[src/rtl/button_pulse_gen_if.sv]
// Button pin and debounced outputs of button_pulse_gen, grouped as one bundle.
// master: the board/bench side that drives the pin; slave: the pulse generator.
interface button_pulse_gen_if;
   logic btn_raw;
   logic impulse;
   logic btn_level;

   modport master (
      output btn_raw,
      input  impulse,
      input  btn_level
   );

   modport slave (
      input  btn_raw,
      output impulse,
      output btn_level
   );
endinterface

[src/rtl/button_pulse_gen.sv]
// Synchronises and debounces a raw push-button into a one-cycle impulse per press
// plus a debounced level. Optional auto-repeat while held: define BTN_AUTOREPEAT_EN.
module button_pulse_gen #(
   parameter int unsigned SYNC_STAGES     = 2,
   parameter int unsigned DEBOUNCE_CYCLES = 1_000_000,
   parameter bit          BTN_ACTIVE_LOW  = 1'b0,
   parameter int unsigned REPEAT_DELAY    = 50_000_000,
   parameter int unsigned REPEAT_PERIOD   = 10_000_000
) (
   input logic                clk,
   input logic                nrst,
   button_pulse_gen_if.slave  bus
);

   localparam int unsigned RptMax = (REPEAT_DELAY > REPEAT_PERIOD) ? REPEAT_DELAY : REPEAT_PERIOD;
   localparam int unsigned CntMax = (DEBOUNCE_CYCLES > RptMax) ? DEBOUNCE_CYCLES : RptMax;
   localparam int unsigned CntW   = (CntMax > 1) ? $clog2(CntMax) : 1;

   localparam logic [CntW-1:0] DebLast = CntW'(DEBOUNCE_CYCLES - 1);

   typedef enum logic [1:0] {
      StIdle,
      StPressWait,
      StPressed,
      StReleaseWait
   } state_e;

   logic [SYNC_STAGES-1:0] sync_q, sync_d;
   state_e                 state_q, state_d;
   logic [CntW-1:0]        cnt_q, cnt_d;
   logic                   impulse_q, impulse_d;
   logic                   btn_level_q, btn_level_d;
   logic                   btn_s;

`ifdef BTN_AUTOREPEAT_EN
   localparam logic [CntW-1:0] DelayLast  = CntW'(REPEAT_DELAY - 1);
   localparam logic [CntW-1:0] PeriodLast = CntW'(REPEAT_PERIOD - 1);

   logic [CntW-1:0] rpt_q, rpt_d;
   // Low until the first repeat pulse; selects REPEAT_DELAY vs REPEAT_PERIOD spacing.
   logic            rpt_arm_q, rpt_arm_d;
`endif

   assign sync_d = {sync_q[SYNC_STAGES-2:0], bus.btn_raw};
   assign btn_s  = sync_q[SYNC_STAGES-1] ^ BTN_ACTIVE_LOW;

   always_comb begin
      state_d   = state_q;
      cnt_d     = cnt_q;
      impulse_d = 1'b0;
`ifdef BTN_AUTOREPEAT_EN
      // Repeat state only survives a cycle spent in PRESSED with the button still down.
      rpt_d     = '0;
      rpt_arm_d = 1'b0;
`endif
      unique case (state_q)
         StIdle: begin
            if (btn_s) begin
               state_d = StPressWait;
               cnt_d   = '0;
            end
         end
         StPressWait: begin
            if (!btn_s) begin
               state_d = StIdle;
            end else if (cnt_q == DebLast) begin
               state_d   = StPressed;
               impulse_d = 1'b1;
            end else begin
               cnt_d = cnt_q + CntW'(1);
            end
         end
         StPressed: begin
            if (!btn_s) begin
               state_d = StReleaseWait;
               cnt_d   = '0;
            end else begin
`ifdef BTN_AUTOREPEAT_EN
               rpt_arm_d = rpt_arm_q;
               if (rpt_arm_q ? (rpt_q == PeriodLast) : (rpt_q == DelayLast)) begin
                  impulse_d = 1'b1;
                  rpt_d     = '0;
                  rpt_arm_d = 1'b1;
               end else begin
                  rpt_d = rpt_q + CntW'(1);
               end
`endif
            end
         end
         StReleaseWait: begin
            if (btn_s) begin
               state_d = StPressed;
            end else if (cnt_q == DebLast) begin
               state_d = StIdle;
            end else begin
               cnt_d = cnt_q + CntW'(1);
            end
         end
         default: state_d = StIdle;
      endcase
      btn_level_d = (state_d == StPressed) || (state_d == StReleaseWait);
   end

   always_ff @(posedge clk or negedge nrst) begin
      if (!nrst) begin
         sync_q      <= {SYNC_STAGES{BTN_ACTIVE_LOW}};
         state_q     <= StIdle;
         cnt_q       <= '0;
         impulse_q   <= 1'b0;
         btn_level_q <= 1'b0;
`ifdef BTN_AUTOREPEAT_EN
         rpt_q       <= '0;
         rpt_arm_q   <= 1'b0;
`endif
      end else begin
         sync_q      <= sync_d;
         state_q     <= state_d;
         cnt_q       <= cnt_d;
         impulse_q   <= impulse_d;
         btn_level_q <= btn_level_d;
`ifdef BTN_AUTOREPEAT_EN
         rpt_q       <= rpt_d;
         rpt_arm_q   <= rpt_arm_d;
`endif
      end
   end

   assign bus.impulse   = impulse_q;
   assign bus.btn_level = btn_level_q;

endmodule
[src/flat_wrapper.sv]
// flat-port wrapper written by rule: the top's interface ports become plain ports
module button_pulse_gen_flat 
#(
   parameter int unsigned SYNC_STAGES     = 2,
   parameter int unsigned DEBOUNCE_CYCLES = 1_000_000,
   parameter bit          BTN_ACTIVE_LOW  = 1'b0,
   parameter int unsigned REPEAT_DELAY    = 50_000_000,
   parameter int unsigned REPEAT_PERIOD   = 10_000_000
)
  (clk, nrst, bus_btn_raw, bus_impulse, bus_btn_level);
  button_pulse_gen_if bus_i ();
  input logic clk;
  input logic nrst;
  input wire logic [$bits(bus_i.btn_raw)-1:0] bus_btn_raw;
  output wire logic [$bits(bus_i.impulse)-1:0] bus_impulse;
  output wire logic [$bits(bus_i.btn_level)-1:0] bus_btn_level;
  assign bus_i.btn_raw = bus_btn_raw;
  assign bus_impulse = bus_i.impulse;
  assign bus_btn_level = bus_i.btn_level;
  button_pulse_gen #(.SYNC_STAGES(SYNC_STAGES), .DEBOUNCE_CYCLES(DEBOUNCE_CYCLES), .BTN_ACTIVE_LOW(BTN_ACTIVE_LOW), .REPEAT_DELAY(REPEAT_DELAY), .REPEAT_PERIOD(REPEAT_PERIOD)) u_core (.clk(clk), .nrst(nrst), .bus(bus_i));
endmodule
[config.mk]
export PLATFORM = sky130hd
export DESIGN_NAME = button_pulse_gen_flat
export DESIGN_NICKNAME = d
export VERILOG_FILES = /design/src/rtl/button_pulse_gen_if.sv /design/src/rtl/button_pulse_gen.sv /design/src/flat_wrapper.sv
export SDC_FILE = /design/constraint.sdc
export NUM_CORES = 1
export LEC_CHECK = 0
export ABC_AREA = 1
export CELL_PAD_IN_SITES_DETAIL_PLACEMENT = 2
export CELL_PAD_IN_SITES_GLOBAL_PLACEMENT = 2
export CORE_ASPECT_RATIO = 1.2
export CORE_UTILIZATION = 35
export DETAILED_ROUTE_END_ITERATION = 16
export GPL_ROUTABILITY_DRIVEN = 0
export PLACE_DENSITY = 0.77
export SETUP_SLACK_MARGIN = 0.1
export SKIP_LAST_GASP = 1
export SYNTH_ARGS = -nofsm -noshare
export SYNTH_HDL_FRONTEND = slang
export SYNTH_SLANG_ARGS = --single-unit
[constraint.sdc]
create_clock -name clk -period 1.95 [get_ports clk]
set_input_delay 0.39 -clock clk [delete_from_list [all_inputs] [get_ports clk]]
set_output_delay 0.39 -clock clk [all_outputs]
set_load 0.05 [all_outputs]
==> qor.yml <==
floorplan:
  placeableCoreArea_sq_um: 5410
  die_w_um: 71.3
  start_util: 0.373
  die_area_sq_um: 6070
  io_pins: 5
  placementRows: 29
  dieHeight_um: 85.2
critical_path:
  path_max_fanout: 1
  cp.arrival_ns: 1.40
  end_kind: "output port"
  reg2reg_depth: 8
  slowest_stage: "clkdlybuf4s50_1"
  path_buf_inv: 1
  regToRegSetupSlack_ns: 0.21
  worstSetupStartpointType: "flip-flop"
  cp_top_family: "buffers and inverters"
  timing.rr.start: "u_core.cnt_q[5]"
  worstSetupPathType: "flip-flop to output port"
  cp_cell_sequence: "clkdlybuf4s50_1"
  worst_r2r_endpoint: "u_core.cnt_q[25]"
  crit_required_ns: 1.56
  cpPeakStageDelay_ns: 0.80
run:
  drv_cap: 0
place:
  portBuffers: 4
  hpwl_um: 4900
  dpl_cell_area_sq_um: 2190
yosys:
  synthCells: 300
  synth.distinct_cells: 24
  synth_edf_count: 0
  synth_ff_type: "dfrtp_1"
  synth_top_area_share: 0.397
  synth_warnings: 0
  yosys-top-cells-area: "dfrtp_1 (40%), nand2_1 (21%), nor2_1 (9.3%)"
  synth_area_sq_um: 2020
  syn-num-nets: 304
  synth_seq_area_share: 0.397
  yosys_register_bits: 32
  syn_area_per_cell_sq_um: 6.72
  synth_top_cell_by_area: "dfrtp_1"
  synthArstFlopShare: 1.00
timing:
  fin_crit_sh: 0.917
  tns_ns: 0
  rsz0062_at_grt: "yes"
  worst_pin_slew_ns: 0.497
  period_minus_slack_ns: 1.79
  setup_viol: 0
  slew_violations: 0
  hold_violations: 0
  holdWs_ns: 0.128
  slew_headroom: 0.668
  fin_skew_ns: 0.00874
  fmax_mhz: 560
detailed_routing:
  drt_iter0_drc: 58
  dr_total_vias: 2045
  routed_wl_um: 6960
  wl_per_cell_um: 18.2
  vias_per_cell: 5.34
  drc: 0
  ant_nets: 0
  dr.pass1.iters: 4
global_routing:
  grt_pass1_vias: 2254
  grt_use_total: 0.252
  grt_first_pass_wirelength_um: 11600
  overflow: 0
  grt_antenna_before_repair: 0
  grt_max_degree: 35
clock_tree:
  numCtsBuffers: 5
  clkLatencyLatePin_ns: 0.28
  clk_path_buf_depth: 2
  clock-sinks: 32
  clock-root-buffer: "clkbuf_8"
  cts_tree: "yes"
  path_clk_slew_ns: 0.07
  htreeDepth: 2
power_and_ir_drop:
  ir_worst_vdd_uv: 271
  p_leak_nw: 0.994
  p_int_w: 0.00115
  p_sw_w: 0.000332
  p_comb_frac: 0.063
  switching_share: 0.223
  power_density_nw_per_um2: 631
  clkPwrFrac: 0.477
  pwr-share-seq: 0.460
final_layout:
  final_cell_mix: "nand2_1 (113), nor2_1 (50), dfrtp_1 (32)"
  final_nets: 324
  diodes: 0
  post-route-util: 0.436
  area_growth_pct: 16.7
  drive_gt1_frac: 0.106
  stdcell_area_sq_um: 2350
  final_common_cell: "nand2_1"
run_status:
  run_status: "finished, final reports clean"
hold_path:
  worstHoldPathType: "input pin to asynchronous set/reset pin"
## flip-flops by register name, summed over array words and instances (netlist names)
| name | cells |
|---|---|
| u_core.state_q | 2 |
| u_core.sync_q | 2 |
| u_core.bus.btn_level | 1 |
| u_core.cnt_q | 26 |
| u_core.bus.impulse | 1 |
## through the flow
stage,worst slack [ns],power (W),instances
3_3_place_gp,0.131,0.000778,374
4_1_cts,0.118,0.00150,382
3_5_place_dp,-0.0132,0.000783,374
5_1_grt,0.0500,0.00154,383
6_report,0.163,0.00148,383
2_1_floorplan,0.350,0.000742,300
## per-layer routing
layer	vias up	track usage	share of wire
met1	1043	0.307	0.45
li1	983	-	-
met3	7	0.0321	0.012
met4	0	0.0673	0.012
met5	-	0	0
met2	12	0.462	0.52
## repair_timing
action | in CTS | in global routing
resized for setup | 1 | 2
buffers inserted | 0 | 1
setup endpoints to repair | 16 | 25
pin swaps | 0 | 1
hold buffers | 0 | 0
## cell type report
cell class | instances | area, sq um
clock buffer | 7 | 96.3
tap | 62 | 77.6
multi-input combinational | 241 | 1110
sequential | 32 | 801
clock inverter | 1 | 30.0
inverter | 20 | 75.1
fill | 662 | 3050
timing repair buffer | 20 | 168
## power by group through the flow
stage                     registers, W  clock network, W  logic [W]
final                         0.000683          0.000708  0.0000937
after global routing          0.000684          0.000755   0.000104
after CTS                     0.000682          0.000733  0.0000900
after detailed placement      0.000695                 0  0.0000883
after global placement        0.000694                 0  0.0000840
after floorplan               0.000694                 0  0.0000480
## worst register-to-register path, stage by stage (launching register included)
cell and delay [ns]:
dfrtp_1 0.43, nand2_1 0.12, nor2_1 0.22, nand2_1 0.24
nor2_2 0.24, nand2_1 0.08, nand2_1 0.07, nand3_1 0.06
o21ai_0 0.20
## how the worst max path moves through the flow
stage	slack, ns	from	cells past startpoint	end
after floorplan	0.35	u_core.cnt_q[0]	9	u_core.cnt_q[3]
after global placement	0.13	u_core.cnt_q[0]	7	u_core.cnt_q[8]
after detailed placement	-0.01	u_core.cnt_q[1]	8	u_core.cnt_q[24]
after CTS	0.12	u_core.cnt_q[1]	7	u_core.cnt_q[13]
after global routing	0.05	u_core.cnt_q[3]	8	u_core.cnt_q[25]
final	0.16	u_core.bus.impulse	1	bus_impulse
## cell families (layout without fill, tap and decap cells)
family	Yosys count	after routing	synth area share
and+or+nand+nor	209	209	0.434
DFF	32	32	0.397
buffers and inverters	27	48	0.0633
AOI/OAI and AO/OA	20	20	0.0521
xor gates and xnor gates	11	11	0.0478
adders and majority gates	1	1	0.00620
## Yosys cell counts, types with 2 or more instances
library cell	number
nor3_1	2
o21bai_1	2
o21ai_1	3
dfrtp_1	32
inv_1	20
clkbuf_1	2
nand3_1	31
nor2_2	4
o21ai_0	14
xor2_1	8
buf_6	3
xnor2_1	3
nor2_1	50
nand2_1	113
nand4_1	4
No activity file was read; power rests on OpenSTA's default activity.
